$ cat src/rtl/counter_seq_decoder.sv
// Recovers up/down/hold/reset control from an observed counter value stream.
// Latency: one cycle, every output is registered from the sample at the previous edge.
// No backpressure: a sample is consumed on every cycle valid_i is high.
module counter_seq_decoder #(
    parameter int WIDTH         = 4,
    parameter int RUN_W         = 8,
    parameter int LOCK_N        = 4,
    parameter int ZERO_IS_RESET = 1
) (
    input  logic             clk_i,
    input  logic             rst_i,
    input  logic [WIDTH-1:0] d_i,
    input  logic             valid_i,
    input  logic             err_clr_i,
    output logic             dir_o,
    output logic             moving_o,
    output logic             locked_o,
    output logic [RUN_W-1:0] run_len_o,
    output logic             wrap_o,
    output logic             rst_seen_o,
    output logic             err_o,
    output logic [7:0]       err_cnt_o
);

    localparam logic [1:0] ST_ACQ  = 2'd0;
    localparam logic [1:0] ST_HOLD = 2'd1;
    localparam logic [1:0] ST_UP   = 2'd2;
    localparam logic [1:0] ST_DOWN = 2'd3;

    localparam logic [WIDTH-1:0] MAX_V    = '1;
    localparam logic [WIDTH-1:0] ONE_V    = WIDTH'(1);
    localparam logic [RUN_W-1:0] RUN_MAX  = '1;
    localparam logic [7:0]       LOCK_MAX = 8'(LOCK_N);
    localparam logic [7:0]       ERR_MAX  = 8'hff;

    logic [1:0]       state;
    logic [1:0]       nxt_state;
    logic [WIDTH-1:0] prev;
    logic [WIDTH-1:0] delta;
    logic [7:0]       lock_cnt;
    logic [7:0]       lock_nxt;
    logic [RUN_W-1:0] run_nxt;
    logic             legal;
    logic             bad;
    logic             rst_hit;
    logic             wrap_hit;

    assign delta = d_i - prev;

    // Classification priority: hold, up step, down step, reset-to-zero, illegal.
    always_comb begin
        nxt_state = state;
        legal     = 1'b0;
        bad       = 1'b0;
        rst_hit   = 1'b0;
        wrap_hit  = 1'b0;
        if (state == ST_ACQ) begin
            nxt_state = ST_HOLD;
        end else if (delta == '0) begin
            nxt_state = ST_HOLD;
            legal     = 1'b1;
        end else if (delta == ONE_V) begin
            nxt_state = ST_UP;
            legal     = 1'b1;
            wrap_hit  = (prev == MAX_V);
        end else if (delta == MAX_V) begin
            nxt_state = ST_DOWN;
            legal     = 1'b1;
            wrap_hit  = (prev == '0);
        end else if (d_i == '0 && ZERO_IS_RESET != 0) begin
            nxt_state = ST_HOLD;
            rst_hit   = 1'b1;
        end else begin
            nxt_state = ST_HOLD;
            bad       = 1'b1;
        end
    end

    always_comb begin
        lock_nxt = lock_cnt;
        if (rst_hit || bad) begin
            lock_nxt = '0;
        end else if (legal && lock_cnt != LOCK_MAX) begin
            lock_nxt = lock_cnt + 8'd1;
        end
    end

    always_comb begin
        run_nxt = RUN_W'(1);
        if (legal && nxt_state == state) begin
            run_nxt = (run_len_o == RUN_MAX) ? run_len_o : run_len_o + RUN_W'(1);
        end
    end

    always_ff @(posedge clk_i or posedge rst_i) begin
        if (rst_i) begin
            state      <= ST_ACQ;
            prev       <= '0;
            lock_cnt   <= '0;
            dir_o      <= 1'b0;
            moving_o   <= 1'b0;
            locked_o   <= 1'b0;
            run_len_o  <= '0;
            wrap_o     <= 1'b0;
            rst_seen_o <= 1'b0;
        end else begin
            wrap_o     <= 1'b0;
            rst_seen_o <= 1'b0;
            if (valid_i) begin
                state      <= nxt_state;
                prev       <= d_i;
                lock_cnt   <= lock_nxt;
                locked_o   <= (lock_nxt == LOCK_MAX);
                run_len_o  <= run_nxt;
                wrap_o     <= wrap_hit;
                rst_seen_o <= rst_hit;
                moving_o   <= legal && (nxt_state != ST_HOLD);
                if (legal && nxt_state == ST_UP) begin
                    dir_o <= 1'b1;
                end else if (legal && nxt_state == ST_DOWN) begin
                    dir_o <= 1'b0;
                end
            end
        end
    end

    // A jump in the same cycle as a clear wins and restarts the count at one.
    always_ff @(posedge clk_i or posedge rst_i) begin
        if (rst_i) begin
            err_o     <= 1'b0;
            err_cnt_o <= '0;
        end else if (valid_i && bad) begin
            err_o     <= 1'b1;
            err_cnt_o <= err_clr_i ? 8'd1 :
                         (err_cnt_o == ERR_MAX) ? err_cnt_o : err_cnt_o + 8'd1;
        end else if (err_clr_i) begin
            err_o     <= 1'b0;
            err_cnt_o <= '0;
        end
    end

endmodule

$ cat config.mk
export PLATFORM = sky130hd
export DESIGN_NAME = counter_seq_decoder
export DESIGN_NICKNAME = d
export VERILOG_FILES = /design/src/rtl/counter_seq_decoder.sv
export SDC_FILE = /design/constraint.sdc
export NUM_CORES = 1
export LEC_CHECK = 0
export ABC_CLOCK_PERIOD_IN_PS = 2770
export CORE_MARGIN = 10
export CORE_UTILIZATION = 55
export CTS_CLUSTER_DIAMETER = 30
export DETAILED_ROUTE_END_ITERATION = 7
export DONT_BUFFER_PORTS = 1
export PLACE_DENSITY = 0.79
export SYNTH_ARGS = -nofsm -noshare
export SYNTH_HDL_FRONTEND = slang
export SYNTH_SLANG_ARGS = --single-unit
$ cat constraint.sdc
create_clock -name clk_i -period 2.77 [get_ports clk_i]
set_clock_uncertainty 0.05 [all_clocks]
set_input_delay 0.4155 -clock clk_i [delete_from_list [all_inputs] [get_ports clk_i]]
set_output_delay 0.4155 -clock clk_i [all_outputs]
set_load 0.01 [all_outputs]
==> results of run 1 <==
-- kinds of logic (layout without fill, tap and decap cells) --
kind of cell             count (synthesis)  after routing  synth area share (%)
multiplexers                             8              8                  4.06
AND/OR/NAND/NOR                         99             99                  24.7
buffers and inverters                   27             31                  5.28
AO/OA/AOI/OAI                           47             47                  14.7
flip-flops                              36             36                  41.8
adder cells (fa/ha/maj)                  8              8                  4.99
XOR/XNOR                                11             11                  4.47
-- power by group --
| group | switching, mW | internal (mW) | total (mW) | leakage [nW] |
|---|---|---|---|---|
| sequential | 0.0613 | 0.567 | 0.628 | 0.478 |
| clock | 0.188 | 0.266 | 0.454 | 0.0541 |
| combinational | 0.164 | 0.120 | 0.284 | 0.445 |
| total | 0.413 | 0.953 | 1.37 | 0.977 |
-- area by class of cell --
cell class / count / area [um2] / area share, %
clock inverters: 3 / 42.5 / 1.82
multi-input cells: 173 / 1160 / 49.5
clock buffers: 5 / 68.8 / 2.95
inverters: 18 / 67.6 / 2.90
well taps: 48 / 60.1 / 2.57
flip-flops and latches: 36 / 901 / 38.6
repair buffers: 5 / 37.5 / 1.61
-- cells in the mapped netlist, drive strengths merged, types with 4 or more instances --
cell type / instances / share of area, %
o21ai: 13 / 3.0
inv: 18 / 3.1
nand4: 5 / 1.5
xor2: 5 / 2.0
ha: 7 / 4.1
nor2b: 4 / 1.2
clkbuf: 4 / 0.70
nor2: 21 / 3.7
nand3: 9 / 2.3
mux2i: 5 / 2.3
buf: 5 / 1.5
dfrtp: 36 / 42
xnor2: 6 / 2.4
a21oi: 7 / 1.6
o22ai: 5 / 1.5
nor3: 10 / 3.1
nand2: 25 / 4.4
-- routing by layer --
metal | track usage (%) | up-vias | part of all wire [%]
li1 | - | 842 | -
met1 | 16.7 | 814 | 45
met2 | 21.2 | 43 | 46
met3 | 4.54 | 5 | 7.4
met4 | 4.01 | 0 | 1.1
met5 | 0 | - | 0
-- timing repair --
action / in CTS / in global routing
setup buffers: 0 / 0
gates resized for setup: 0 / 4
setup endpoints to repair: 0 / 10
-- worst register-to-register path, delay by kind of cell, from the launching register on --
family	cells	cell delay, ps
xor gates and xnor gates	1	240
AOI/OAI and AO/OA	1	230
DFF	1	400
muxes	1	300
and+or+nand+nor	3	680
buffers and inverters	1	50
adders and majority gates	2	550
-- flip-flops by register name (all words and copies together) (netlist names) --
register / count
prev: 4
run_len_o: 8
state: 2
err_cnt_o: 8
lock_cnt: 8
dir_o: 1
rst_seen_o: 1
moving_o: 1
err_o: 1
locked_o: 1
wrap_o: 1
-- per-stage QoR --
step	TNS (ps)	setup WS, ps	cells
after floorplan	0	232	236
after global placement	0	152	280
after detailed placement	0	19.2	280
after CTS	0	99.2	288
after global routing	-45.2	-45.2	288
final	0	172	288
-- worst min path at each step --
stage,to,from,cells after the start
2_1_floorplan,dir_o,dir_o,2
3_3_place_gp,run_len_o[3],rst_i,2
3_5_place_dp,run_len_o[3],rst_i,2
4_1_cts,run_len_o[1],rst_i,2
5_1_grt,err_cnt_o[7],err_clr_i,1
6_report,run_len_o[3],rst_i,2
==> results_dict.tcl, run 1 <==
set metrics [dict create \
    ys_seq_area_share_pct 41.8 \
    coreArea_um2 3720 \
    cp-startpoint "prev[0]" \
    finalHoldViolCount 0 \
    layout_common_cells "dfrtp_1, nand2_1, nor2_1, inv_1, o21ai_0" \
    ir_drop_uv 244 \
    cts-buffers-inserted 5 \
    maxSlewHeadroom_pct 69.6 \
    setup_viol 0 \
    leakage_nw 0.977 \
    ant_nets 0 \
    route.detailed.drc 0 \
    antenna_found_initial 0 \
    start_util_pct 58.0 \
    drt_pre_antenna_iters 4 \
    critPathBufInv 1 \
    cpLargestDelayFamily "simple AND/OR/NAND/NOR gates" \
    tightestPinTransition_ps 449 \
    grt_pass1_wl_um 7310 \
    wl_per_cell_um 15.1 \
    slowest_stage "dfrtp_1" \
    critPathCaptureType "flip-flop" \
    dp_hpwl_um 3250 \
    status "finished, final reports clean" \
    synth_area_um2 2160 \
    critPathMaxFanout 8 \
    io_pins 30 \
    place_area_um2 2210 \
    timing.final.crit_share_pct 93.8 \
    cp.required_ps 2900 \
    cp.arrival_ps 2730 \
    cts_tree "done" \
    grt_pass1_vias 1606 \
    ys_ff_latch 36 \
    synth-async-reset-ratio_pct 100 \
    ys_types 53 \
    wl_um 4350 \
    synth_area_per_cell_um2 9.14 \
    synth_cells 236 \
    maxSlewViolCount 0 \
    finish.utilization_pct 62.8 \
    drive_above_1_share_pct 11.3 \
    n_fill_cell 307 \
    maxCapViolations 0 \
    hold_buffers 0 \
    clock_path_buffers 2 \
    synth_edf_count 0 \
    syn_to_final_growth_pct 8.18 \
    slowest_delay_ps 400 \
    power_mw 1.37 \
    period_needed_ps 2600 \
    synth_ff_type "dfrtp_1" \
    ff2ff_setup_slack_ps 170 \
    whs_ps 63.7 \
    fmax_mhz 385 \
    globalplace.congestion 0.870 \
    cts-root-buf "clkbuf_8" \
    drt-vias-per-instance 5.92 \
    drt_iter0_markers 117 \
    die_y_um 82.6 \
    htreeDepth 2 \
    overflow 0 \
    nets 255 \
    power_density_nw_per_um2 585 \
    die_w_um 82.6 \
    critPathCapture "err_cnt_o[5]" \
    cp_num_cells 9 \
    rows 22 \
    crit_type "flip-flop to flip-flop" \
    reg2reg_to "err_cnt_o[5]" \
    grt_start_max_net_pins 37 \
    die-area_um2 6830 \
    io_buffer_count 0 \
    r2r-start "prev[0]" \
    clk_latency_ps 290 \
    hp-class "input port to async pin" \
    grt_usage_pct 13.3 \
    crit_chain "ha_1 > inv_1 > fa_1 > xor2_1 > or2_2 > o21ba_2 > nor4_4 > nand3_2 > mux2_4" \
    clock-sinks 36 \
    final_area_um2 2330 \
    cts.clk_slew.worst_paths_ps 70 \
    reg2reg_depth 9 \
    yosys_warnings 0 \
    startpoint_type "flip-flop" \
    via_count 1704 \
    antenna_cells 0 \
    synth_nets 252 \
    final_common_cell "dfrtp_1" \
]
(Power assumes the default switching activity.)
==> inputs of run 2 (changes only) <==
--- a/config.mk
+++ b/config.mk
@@ -6,6 +6,7 @@
 export NUM_CORES = 1
 export LEC_CHECK = 0
 export ABC_CLOCK_PERIOD_IN_PS = 2770
+export CAP_MARGIN = 20
 export CORE_MARGIN = 10
 export CORE_UTILIZATION = 55
 export CTS_CLUSTER_DIAMETER = 30
==> results of run 2 <==
Final layout, timing and power as in run 1 (identical DEF).
==> inputs of run 3 (changes only) <==
--- a/config.mk
+++ b/config.mk
@@ -9,10 +9,10 @@
 export CAP_MARGIN = 20
 export CORE_MARGIN = 10
 export CORE_UTILIZATION = 55
-export CTS_CLUSTER_DIAMETER = 30
 export DETAILED_ROUTE_END_ITERATION = 7
 export DONT_BUFFER_PORTS = 1
 export PLACE_DENSITY = 0.79
+export SETUP_SLACK_MARGIN = 0.5
 export SYNTH_ARGS = -nofsm -noshare
 export SYNTH_HDL_FRONTEND = slang
 export SYNTH_SLANG_ARGS = --single-unit
==> run 3 against run 2 <==
Hold slack about the same. Sequential share of layout area decreased by 2.4 points. Fmax increased by 11%. Combinational power increased by 22%. Die area unchanged. Register-to-register slack improved by 260 ps. Power increased by 0.16%. Critical endpoint unchanged.
==> results_dict.tcl, run 3 (synthesis results as in run 1) <==
set metrics [dict create \
    tightestPinTransition_ps 753 \
    layout_common_cells "dfrtp_1, nand2_1, nor2_1, inv_1" \
    cp.required_ps 2900 \
    clock_path_buffers 2 \
    syn_to_final_growth_pct 15.3 \
    drt-vias-per-instance 5.95 \
    timing.final.crit_share_pct 84.3 \
    reg2reg_depth 8 \
    io_buffer_count 0 \
    die_w_um 82.6 \
    setup_viol 0 \
    wl_per_cell_um 16.9 \
    clock-sinks 36 \
    route.detailed.drc 0 \
    io_pins 30 \
    hp-class "input port to async pin" \
    rows 22 \
    htreeDepth 2 \
    grt_pass1_vias 1769 \
    cts.clk_slew.worst_paths_ps 80 \
    critPathCapture "err_cnt_o[5]" \
    cp.arrival_ps 2460 \
    grt_usage_pct 15.4 \
    nets 260 \
    die-area_um2 6830 \
    drt_pre_antenna_iters 4 \
    clk_latency_ps 290 \
    r2r-start "prev[0]" \
    critPathMaxFanout 8 \
    reg_top3 "err_cnt_o: 8 flops, lock_cnt: 8 flops, run_len_o: 8 flops" \
    cts_tree "done" \
    maxSlewViolCount 0 \
    via_count 1743 \
    finalHoldViolCount 0 \
    die_y_um 82.6 \
    grt_pass1_wl_um 8320 \
    cts-buffers-inserted 5 \
    antenna_found_initial 0 \
    cp-startpoint "prev[0]" \
    coreArea_um2 3720 \
    dp_hpwl_um 3460 \
    crit_type "flip-flop to flip-flop" \
    overflow 0 \
    ir_drop_uv 234 \
    power_mw 1.37 \
    grt_start_max_net_pins 37 \
    tns_ps 0 \
    maxCapViolations 0 \
    hold_buffers 0 \
    rsz0062_at_grt "true" \
    drt_iter0_markers 77 \
    critPathCaptureType "flip-flop" \
    ant_nets 0 \
    fmax_mhz 428 \
    leakage_nw 1.00 \
    maxSlewHeadroom_pct 49.3 \
    startpoint_type "flip-flop" \
    status "finished, final reports clean" \
    period_needed_ps 2340 \
    start_util_pct 58.0 \
    cts-root-buf "clkbuf_8" \
    globalplace.congestion 0.800 \
    power_density_nw_per_um2 550 \
    reg2reg_to "err_cnt_o[5]" \
    antenna_cells 0 \
    wl_um 4960 \
    drive_above_1_share_pct 19.6 \
    ff2ff_setup_slack_ps 430 \
    final_common_cell "dfrtp_1" \
]
-- run 3: layout make-up --
type | instances | area, um2
clock buffer | 7 | 86.3
clock inverter | 1 | 7.51
fill | 278 | 1230
inverter | 18 | 80.1
multi-input combinational | 173 | 1260
sequential | 36 | 901
tap | 48 | 60.1
timing repair buffer | 10 | 87.6
-- run 3: power by group --
part	internal (mW)	switching [mW]	leakage (nW)
combinational	0.159	0.188	0.482
clock	0.202	0.185	0.0445
sequential	0.567	0.0674	0.478
-- run 3: worst max-delay path: stages, from the launching register on --
cell and delay (ps):
dfrtp_1 390, ha_4 150, inv_2 30, fa_2 540, or2_4 120, o21ba_4 190
nor4_4 320, nand3_2 120, mux2_4 310
-- run 3: worst min path at each step --
stage               slack (ps)  startpoint           end  cells past startpoint
floorplan                  460       dir_o         dir_o                      2
global placement           380       rst_i   lock_cnt[6]                      2
detailed placement         390       rst_i  run_len_o[7]                      2
CTS                         70       rst_i  run_len_o[7]                      2
global route               120       rst_i  run_len_o[6]                      2
finish                      60       rst_i   lock_cnt[6]                      2
-- run 3: routing by layer --
layer	share of wire, %	track usage [%]	wire length, um
met1	42	18.0	2080
met2	52	26.4	2590
met3	4.0	3.35	198
met5	0	0	0
met4	1.9	7.02	95
-- run 3: timing repair --
item                       CTS  global route
pin swaps                    8            10
resized for setup            7            13
buffers inserted             8             1
setup endpoints to repair   27            26
-- run 3: per-stage QoR --
stage | hold slack [ps] | utilization, % | setup WS (ps) | cell area [um2] | cells
2_1_floorplan | 457 | - | 428 | 2210 | 236
3_3_place_gp | 384 | 59.9 | 332 | 2230 | 276
3_5_place_dp | 387 | 59.9 | 299 | 2230 | 276
4_1_cts | 73.9 | 65.3 | 470 | 2420 | 292
5_1_grt | 118 | 66.9 | 365 | 2490 | 293
6_report | 63.6 | 66.9 | 434 | 2490 | 293
